<file path="src/rtl/vgg16_ctrl_pkg.sv">
// Shared state encoding and default sizing for the VGG16 conv-block sequencer.
// Pure declarations: no logic, no latency, no flow control.
package vgg16_ctrl_pkg;

    typedef enum logic [2:0] {
        ST_IDLE   = 3'd0,
        ST_ISSUE  = 3'd1,
        ST_WAIT   = 3'd2,
        ST_FINISH = 3'd3,
        ST_ERR    = 3'd4
    } seq_state_t;

    localparam int          DEF_NUM_BLOCKS     = 5;
    localparam int unsigned DEF_TIMEOUT_CYCLES = 32'd4000000;
    localparam int          DEF_CNT_WIDTH      = 32;

    // Block-index width; a single-block chain still needs a 1-bit index.
    function automatic int idx_width(input int n);
        return (n > 1) ? $clog2(n) : 1;
    endfunction

endpackage

</file>
<file path="src/rtl/vgg16_block_sequencer_if.sv">
// Control bundle between a run controller (master) and the block sequencer (slave).
// Wires only: no latency; start/done pulses are single-cycle and carry no backpressure.
interface vgg16_block_sequencer_if import vgg16_ctrl_pkg::*; #(
    parameter int NUM_BLOCKS = DEF_NUM_BLOCKS,
    parameter int CNT_WIDTH  = DEF_CNT_WIDTH
) ();
    localparam int IDX_W = idx_width(NUM_BLOCKS);

    logic                  i_start;
    logic                  i_abort;
    logic [NUM_BLOCKS-1:0] i_blk_done;
    logic [NUM_BLOCKS-1:0] o_blk_start;
    logic                  o_busy;
    logic                  o_done;
    logic                  o_error;
    logic [IDX_W-1:0]      o_cur_block;
    logic [CNT_WIDTH-1:0]  o_cycle_count;

    modport master (
        output i_start, i_abort, i_blk_done,
        input  o_blk_start, o_busy, o_done, o_error, o_cur_block, o_cycle_count
    );

    modport slave (
        input  i_start, i_abort, i_blk_done,
        output o_blk_start, o_busy, o_done, o_error, o_cur_block, o_cycle_count
    );
endinterface

</file>
<file path="src/rtl/vgg16_sat_counter.sv">
// Clearable, enabled up-counter that sticks at all-ones; one cycle clear/enable to q.
// No flow control; clear has priority over enable.
module vgg16_sat_counter #(
    parameter int WIDTH = 32
) (
    input  logic             clk,
    input  logic             rst,
    input  logic             clr,
    input  logic             en,
    output logic [WIDTH-1:0] q
);
    always_ff @(posedge clk or posedge rst) begin
        if (rst) begin
            q <= '0;
        end else if (clr) begin
            q <= '0;
        end else if (en && (q != '1)) begin
            q <= q + WIDTH'(1);
        end
    end
endmodule

</file>
<file path="src/rtl/vgg16_block_sequencer.sv">
// Fires each conv block in turn and waits for its completion; start pulse 1 cycle after i_start/done.
// No backpressure: i_start is dropped while busy, i_abort overrides everything.
module vgg16_block_sequencer import vgg16_ctrl_pkg::*; #(
    parameter int          NUM_BLOCKS     = DEF_NUM_BLOCKS,
    parameter int unsigned TIMEOUT_CYCLES = DEF_TIMEOUT_CYCLES,
    parameter int          CNT_WIDTH      = DEF_CNT_WIDTH
) (
    input logic                    clk,
    input logic                    rst,
    vgg16_block_sequencer_if.slave bus
);
    localparam int                   IDX_W    = idx_width(NUM_BLOCKS);
    localparam logic [IDX_W-1:0]     LAST_IDX = IDX_W'(NUM_BLOCKS - 1);
    localparam logic [CNT_WIDTH-1:0] TMO_LAST = CNT_WIDTH'(TIMEOUT_CYCLES - 1);

    seq_state_t            state_q, state_d;
    logic [IDX_W-1:0]      cur_q, cur_d;
    logic [NUM_BLOCKS-1:0] blk_start_q;
    logic                  busy_q, done_q, error_q;
    logic                  cyc_clr, cyc_en, tmo_clr, tmo_en;
    logic [CNT_WIDTH-1:0]  cyc_q, tmo_q;
    logic [NUM_BLOCKS-1:0] cur_mask;
    logic                  cur_done, spurious, timeout_hit;

    assign cur_mask    = NUM_BLOCKS'(1) << cur_q;
    assign cur_done    = |(bus.i_blk_done & cur_mask);
    assign spurious    = |(bus.i_blk_done & ~cur_mask);
    // tmo_q counts completed WAIT cycles, so the current one is the last allowed at TIMEOUT-1.
    assign timeout_hit = (TIMEOUT_CYCLES != 0) && (tmo_q == TMO_LAST);
    assign cyc_en      = (state_q == ST_ISSUE) || (state_q == ST_WAIT) || (state_q == ST_FINISH);

    always_comb begin
        state_d = state_q;
        cur_d   = cur_q;
        cyc_clr = 1'b0;
        tmo_clr = 1'b0;
        tmo_en  = 1'b0;
        case (state_q)
            ST_IDLE: begin
                if (bus.i_start) begin
                    state_d = ST_ISSUE;
                    cur_d   = '0;
                    cyc_clr = 1'b1;
                end
            end
            ST_ISSUE: begin
                tmo_clr = 1'b1;
                state_d = (spurious || cur_done) ? ST_ERR : ST_WAIT;
            end
            ST_WAIT: begin
                tmo_en = 1'b1;
                if (spurious) begin
                    state_d = ST_ERR;
                end else if (cur_done) begin
                    if (cur_q == LAST_IDX) begin
                        state_d = ST_FINISH;
                    end else begin
                        state_d = ST_ISSUE;
                        cur_d   = cur_q + IDX_W'(1);
                    end
                end else if (timeout_hit) begin
                    state_d = ST_ERR;
                end
            end
            ST_FINISH: state_d = ST_IDLE;
            ST_ERR:    state_d = ST_ERR;
            default:   state_d = ST_IDLE;
        endcase
        if (bus.i_abort) begin
            state_d = ST_IDLE;
            cur_d   = cur_q;
            cyc_clr = 1'b0;
        end
    end

    // Outputs are decoded from the next state so they are registered yet aligned with it.
    always_ff @(posedge clk or posedge rst) begin
        if (rst) begin
            state_q     <= ST_IDLE;
            cur_q       <= '0;
            blk_start_q <= '0;
            busy_q      <= 1'b0;
            done_q      <= 1'b0;
            error_q     <= 1'b0;
        end else begin
            state_q     <= state_d;
            cur_q       <= cur_d;
            blk_start_q <= (state_d == ST_ISSUE) ? (NUM_BLOCKS'(1) << cur_d) : '0;
            busy_q      <= (state_d == ST_ISSUE) || (state_d == ST_WAIT);
            done_q      <= (state_d == ST_FINISH);
            error_q     <= (state_d == ST_ERR);
        end
    end

    vgg16_sat_counter #(.WIDTH(CNT_WIDTH)) u_cycle_cnt (
        .clk (clk),
        .rst (rst),
        .clr (cyc_clr),
        .en  (cyc_en),
        .q   (cyc_q)
    );

    vgg16_sat_counter #(.WIDTH(CNT_WIDTH)) u_timeout_cnt (
        .clk (clk),
        .rst (rst),
        .clr (tmo_clr),
        .en  (tmo_en),
        .q   (tmo_q)
    );

    assign bus.o_blk_start   = blk_start_q;
    assign bus.o_busy        = busy_q;
    assign bus.o_done        = done_q;
    assign bus.o_error       = error_q;
    assign bus.o_cur_block   = cur_q;
    assign bus.o_cycle_count = cyc_q;
endmodule

</file>
<file path="src/flat_wrapper.sv">
// flat-port wrapper written by rule: the top's interface ports become plain ports
module vgg16_block_sequencer_flat import vgg16_ctrl_pkg::*;
#(
    parameter int          NUM_BLOCKS     = DEF_NUM_BLOCKS,
    parameter int unsigned TIMEOUT_CYCLES = DEF_TIMEOUT_CYCLES,
    parameter int          CNT_WIDTH      = DEF_CNT_WIDTH
)
  (clk, rst, bus_i_start, bus_i_abort, bus_i_blk_done, bus_o_blk_start, bus_o_busy, bus_o_done, bus_o_error, bus_o_cur_block, bus_o_cycle_count);
  vgg16_block_sequencer_if #(.NUM_BLOCKS(NUM_BLOCKS), .CNT_WIDTH(CNT_WIDTH)) bus_i ();
  input logic clk;
  input logic rst;
  input wire logic [$bits(bus_i.i_start)-1:0] bus_i_start;
  input wire logic [$bits(bus_i.i_abort)-1:0] bus_i_abort;
  input wire logic [$bits(bus_i.i_blk_done)-1:0] bus_i_blk_done;
  output wire logic [$bits(bus_i.o_blk_start)-1:0] bus_o_blk_start;
  output wire logic [$bits(bus_i.o_busy)-1:0] bus_o_busy;
  output wire logic [$bits(bus_i.o_done)-1:0] bus_o_done;
  output wire logic [$bits(bus_i.o_error)-1:0] bus_o_error;
  output wire logic [$bits(bus_i.o_cur_block)-1:0] bus_o_cur_block;
  output wire logic [$bits(bus_i.o_cycle_count)-1:0] bus_o_cycle_count;
  assign bus_i.i_start = bus_i_start;
  assign bus_i.i_abort = bus_i_abort;
  assign bus_i.i_blk_done = bus_i_blk_done;
  assign bus_o_blk_start = bus_i.o_blk_start;
  assign bus_o_busy = bus_i.o_busy;
  assign bus_o_done = bus_i.o_done;
  assign bus_o_error = bus_i.o_error;
  assign bus_o_cur_block = bus_i.o_cur_block;
  assign bus_o_cycle_count = bus_i.o_cycle_count;
  vgg16_block_sequencer #(.NUM_BLOCKS(NUM_BLOCKS), .TIMEOUT_CYCLES(TIMEOUT_CYCLES), .CNT_WIDTH(CNT_WIDTH)) u_core (.clk(clk), .rst(rst), .bus(bus_i));
endmodule
</file>
<file path="config.mk">
export PLATFORM = sky130hd
export DESIGN_NAME = vgg16_block_sequencer_flat
export DESIGN_NICKNAME = d
export VERILOG_FILES = /design/src/rtl/vgg16_ctrl_pkg.sv /design/src/rtl/vgg16_block_sequencer_if.sv /design/src/rtl/vgg16_sat_counter.sv /design/src/rtl/vgg16_block_sequencer.sv /design/src/flat_wrapper.sv
export SDC_FILE = /design/constraint.sdc
export NUM_CORES = 1
export LEC_CHECK = 0
export BUFFER_PORTS_ARGS = -buffer_cell sky130_fd_sc_hd__clkbuf_2
export CORE_MARGIN = 3
export CORE_UTILIZATION = 39
export DETAILED_ROUTE_END_ITERATION = 12
export GPL_ROUTABILITY_DRIVEN = 0
export GPL_TIMING_DRIVEN = 1
export PLACE_DENSITY = 0.53
export SKIP_CTS_REPAIR_TIMING = 1
export SLEW_MARGIN = 20
export SYNTH_ARGS = -nofsm -noshare
export SYNTH_HDL_FRONTEND = slang
export SYNTH_SLANG_ARGS = --single-unit
</file>
<file path="constraint.sdc">
create_clock -name clk -period 3 [get_ports clk]
set_input_delay 0.15 -clock clk [delete_from_list [all_inputs] [get_ports clk]]
set_output_delay 0.15 -clock clk [all_outputs]
set_load 0.01 [all_outputs]
</file>
==> flow_summary_export.csv <==
group,metric,value,unit
finish,fill_cells,1085,
clocking,cts_tree,"done",
clocking,cts.path.max_buffers,2,
clocking,cts.clk_slew.worst_paths,0.06,ns
logic_synthesis,synth_warnings,0,
sta,max_freq,372,MHz
global_routing,grt_pass1_wl,17.7,mm
sta,worst_pin_slew,0.803,ns
placement,portBuffers,51,
critical_path,rrSetupSlack,0.31,ns
floorplanning,die_w,112,um
route,totalWireLength,10.3,mm
sta,skew,0.00941,ns
logic_synthesis,synth_seq_cells,78,
finish,antenna_cells,0,
logic_synthesis,syn_area_per_cell,9.18,um^2
outcome,outcome,"completed",
clocking,cts_sinks,78,
route,dr.pass1.iters,4,
critical_path,worstReg2RegEnd,"u_core.bus.o_blk_start[2]$_DFF_PP0_",
sta,period_needed,2.69,ns
power_and_ir_drop,powerDensity,447,mW/mm^2
floorplanning,io_pins,52,
clocking,ctsHtreeMaxLevel,3,
logic_synthesis,yosysUniqueCellTypes,63,
critical_path,critical_path_class,"register to register",
sta,finalMaxSlewViolations,0,
critical_path,critical-path-slowest-cell,"or4b_1",
critical_path,worst_setup_path_end_kind,"register",
critical_path,path_max_fanout,7,
route,ant_nets,0,
global_routing,track_usage,0.171,
global_routing,grt_pass1_vias,3507,
sta,fin_crit_sh,0.896,
min_path,hold_start,"bus_i_abort",
sta,grt_setup_unrepaired,"no",
sta,finalSetupViolCount,0,
critical_path,setup.worst_path.start_class,"register",
global_routing,grt_max_degree,42,
sta,relSlewSlack,0.464,
power_and_ir_drop,ir_worst_vdd,0.000250,V
logic_synthesis,netlist_area,0.00440,mm^2
critical_path,worstPathArrival,2.89,ns
route,drt-initial-drc-count,205,
critical_path,critical_path.cell_chain,"inv_1 -> ha_1 -> a222oi_1 -> o211ai_1 -> or4b_1 -> a21o_1 -> o2bb2ai_1 -> nor3b_1",
critical_path,crit_required,3.20,ns
power_and_ir_drop,p_leak,2.23,nW
critical_path,cp_slowest_stage_delay,0.52,ns
logic_synthesis,async_reset_ff_frac,1.00,
logic_synthesis,synth_edf_count,0,
min_path,hp-class,"input port to register",
clocking,clock-root-buffer,"clkbuf_16",
floorplanning,floorplan.die_area,0.0126,mm^2
sta,tns,0,ns
min_path,worstHoldEndpoint,"u_core.state_q[2]$_DFF_PP0_",
floorplanning,core_area,0.0109,mm^2
global_routing,antenna_found_initial,0,
finish,fin_cells,679,
sta,hold_viol,0,
finish,nets,551,
global_routing,overflow,0,
logic_synthesis,synthesis.nets,495,
critical_path,worstRegToRegCells,8,
floorplanning,die_h,112,um
route,vias_per_cell,5.42,
route,avgRoutedWirePerCell,15.2,um
finish,syn_to_final_growth,15.9,%
critical_path,rr_startpoint,"u_core.bus.o_cur_block[0]$_DFF_PP0_",
finish,drive_above_1_share,0.174,
clocking,numCtsBuffers,9,
clocking,clk_latency,0.34,ns
finish,final_core_util,0.466,
route,route.detailed.drc,0,
placement,dp_hpwl,7.38,mm
placement,dpl.cell_count,663,
logic_synthesis,synthFlopType,"dfrtp_1",
route,dr_total_vias,3679,
finish,regArea,0.00195,mm^2
logic_synthesis,ys_seq_area_frac,0.444,
min_path,hold_depth,2,
floorplanning,rows,38,
finish,multiInputGateArea,0.00233,mm^2
logic_synthesis,netlist_instances,479,
flow_run,maxCapViolations,0,
floorplanning,start_util,0.402,
-- report_power, final --
part | internal, W | total, W | switching, W
clock | 0.000600 | 0.00101 | 0.000408
combinational | 0.0000557 | 0.000161 | 0.000105
sequential | 0.00107 | 0.00111 | 0.0000369
-- layout make-up --
class	count	area share
multi-input combinational	374	0.457
sequential	78	0.383
timing repair buffer	59	0.0624
clock buffer	14	0.0518
tap	140	0.0344
inverter	13	0.00983
clock inverter	1	0.000983
-- metal layers --
metal / vias to the layer above / track usage / share of wire
li1: 1856 / - / -
met1: 1765 / 0.243 / 0.50
met2: 49 / 0.263 / 0.45
met3: 9 / 0.0334 / 0.031
met4: 0 / 0.0617 / 0.012
met5: - / 0 / 0
-- logic make-up (layout without fill, tap and decap cells) --
kind of cell | count (synthesis) | in the layout | synth area share
simple gates | 251 | 251 | 0.312
compound gates | 73 | 73 | 0.111
buf+inv | 27 | 87 | 0.0267
mux | 5 | 5 | 0.0114
xor+xnor | 38 | 38 | 0.0757
flops | 78 | 78 | 0.444
fa+ha+maj | 7 | 7 | 0.0199
-- worst max-delay path, delay by kind of cell (launching register included) --
kind / cells / cell delay, ns
compound gates: 4 / 1.00
fa+ha+maj: 1 / 0.26
buf+inv: 1 / 0.16
flops: 1 / 0.44
simple gates: 2 / 0.70
-- per-stage QoR --
stage | cell area [um^2] | hold WS [ns] | setup WS (ns) | total power [W]
2_1_floorplan | 4400 | 0.213 | 0.625 | 0.00122
3_3_place_gp | 4810 | 0.284 | 0.425 | 0.00129
3_5_place_dp | 4810 | 0.289 | 0.337 | 0.00129
4_1_cts | 5080 | -0.0744 | 0.299 | 0.00231
5_1_grt | 5090 | 0.0475 | 0.0887 | 0.00238
6_report | 5090 | 0.0401 | 0.311 | 0.00228
-- sequential cells by signal, summed over array words and instances, names as in the netlist --
name and count:
u_core.bus.o_blk_start 5, u_core.state_q 3, u_core.bus.o_busy 1, u_core.bus.o_done 1
u_core.bus.o_error 1, u_core.bus.o_cur_block 3, u_core.u_timeout_cnt.q 32, u_core.u_cycle_cnt.q 32
-- Yosys cell counts (4+ instances only) --
| library cell | instances | area [um^2] |
|---|---|---|
| nor2_1 | 61 | 229 |
| nand2b_1 | 6 | 37.5 |
| nand4_1 | 24 | 150 |
| clkbuf_1 | 7 | 26.3 |
| nor4_1 | 12 | 75.1 |
| and3_1 | 11 | 68.8 |
| ha_1 | 7 | 87.6 |
| a21oi_1 | 19 | 95.1 |
| o21ai_0 | 23 | 115 |
| xor2_1 | 15 | 131 |
| nor3b_1 | 4 | 30.0 |
| buf_2 | 4 | 20.0 |
| nor3_1 | 13 | 65.1 |
| dfrtp_1 | 78 | 1950 |
| inv_1 | 13 | 48.8 |
| mux2i_1 | 5 | 50.1 |
| or3_1 | 17 | 106 |
| and4_1 | 5 | 43.8 |
| nand2_1 | 46 | 173 |
| nand3_1 | 20 | 100 |
| xnor2_1 | 23 | 201 |
-- worst max-delay path by stage --
| stage | start | end | depth (start not counted) |
|---|---|---|---|
| after floorplan | u_core.bus.o_cur_block[0]$_DFF_PP0_ | u_core.bus.o_blk_start[2]$_DFF_PP0_ | 8 |
| after global placement | u_core.bus.o_cur_block[0]$_DFF_PP0_ | u_core.bus.o_blk_start[2]$_DFF_PP0_ | 8 |
| after detailed placement | u_core.bus.o_cur_block[0]$_DFF_PP0_ | u_core.bus.o_blk_start[2]$_DFF_PP0_ | 8 |
| after CTS | u_core.bus.o_cur_block[0]$_DFF_PP0_ | u_core.bus.o_blk_start[2]$_DFF_PP0_ | 8 |
| after global routing | u_core.bus.o_cur_block[0]$_DFF_PP0_ | u_core.bus.o_blk_start[2]$_DFF_PP0_ | 8 |
| final | u_core.bus.o_cur_block[0]$_DFF_PP0_ | u_core.bus.o_blk_start[2]$_DFF_PP0_ | 8 |
-- cell usage in the layout, fill, tap and decap left out, types with 4 or more instances in the layout --
cell type / instances
nor3b_1: 4
nor2_1: 60
and3_1: 11
or3_1: 17
nand2_1: 46
ha_1: 7
nand2b_1: 6
inv_1: 12
o21ai_0: 23
and4_1: 5
nor4_1: 12
a21oi_1: 19
xnor2_1: 23
mux2i_1: 5
clkbuf_2: 51
dfrtp_1: 78
clkbuf_16: 9
buf_4: 7
nand3_1: 20
nor3_1: 13
nand4_1: 24
xor2_1: 15
Power figures use the tool's default switching activity.
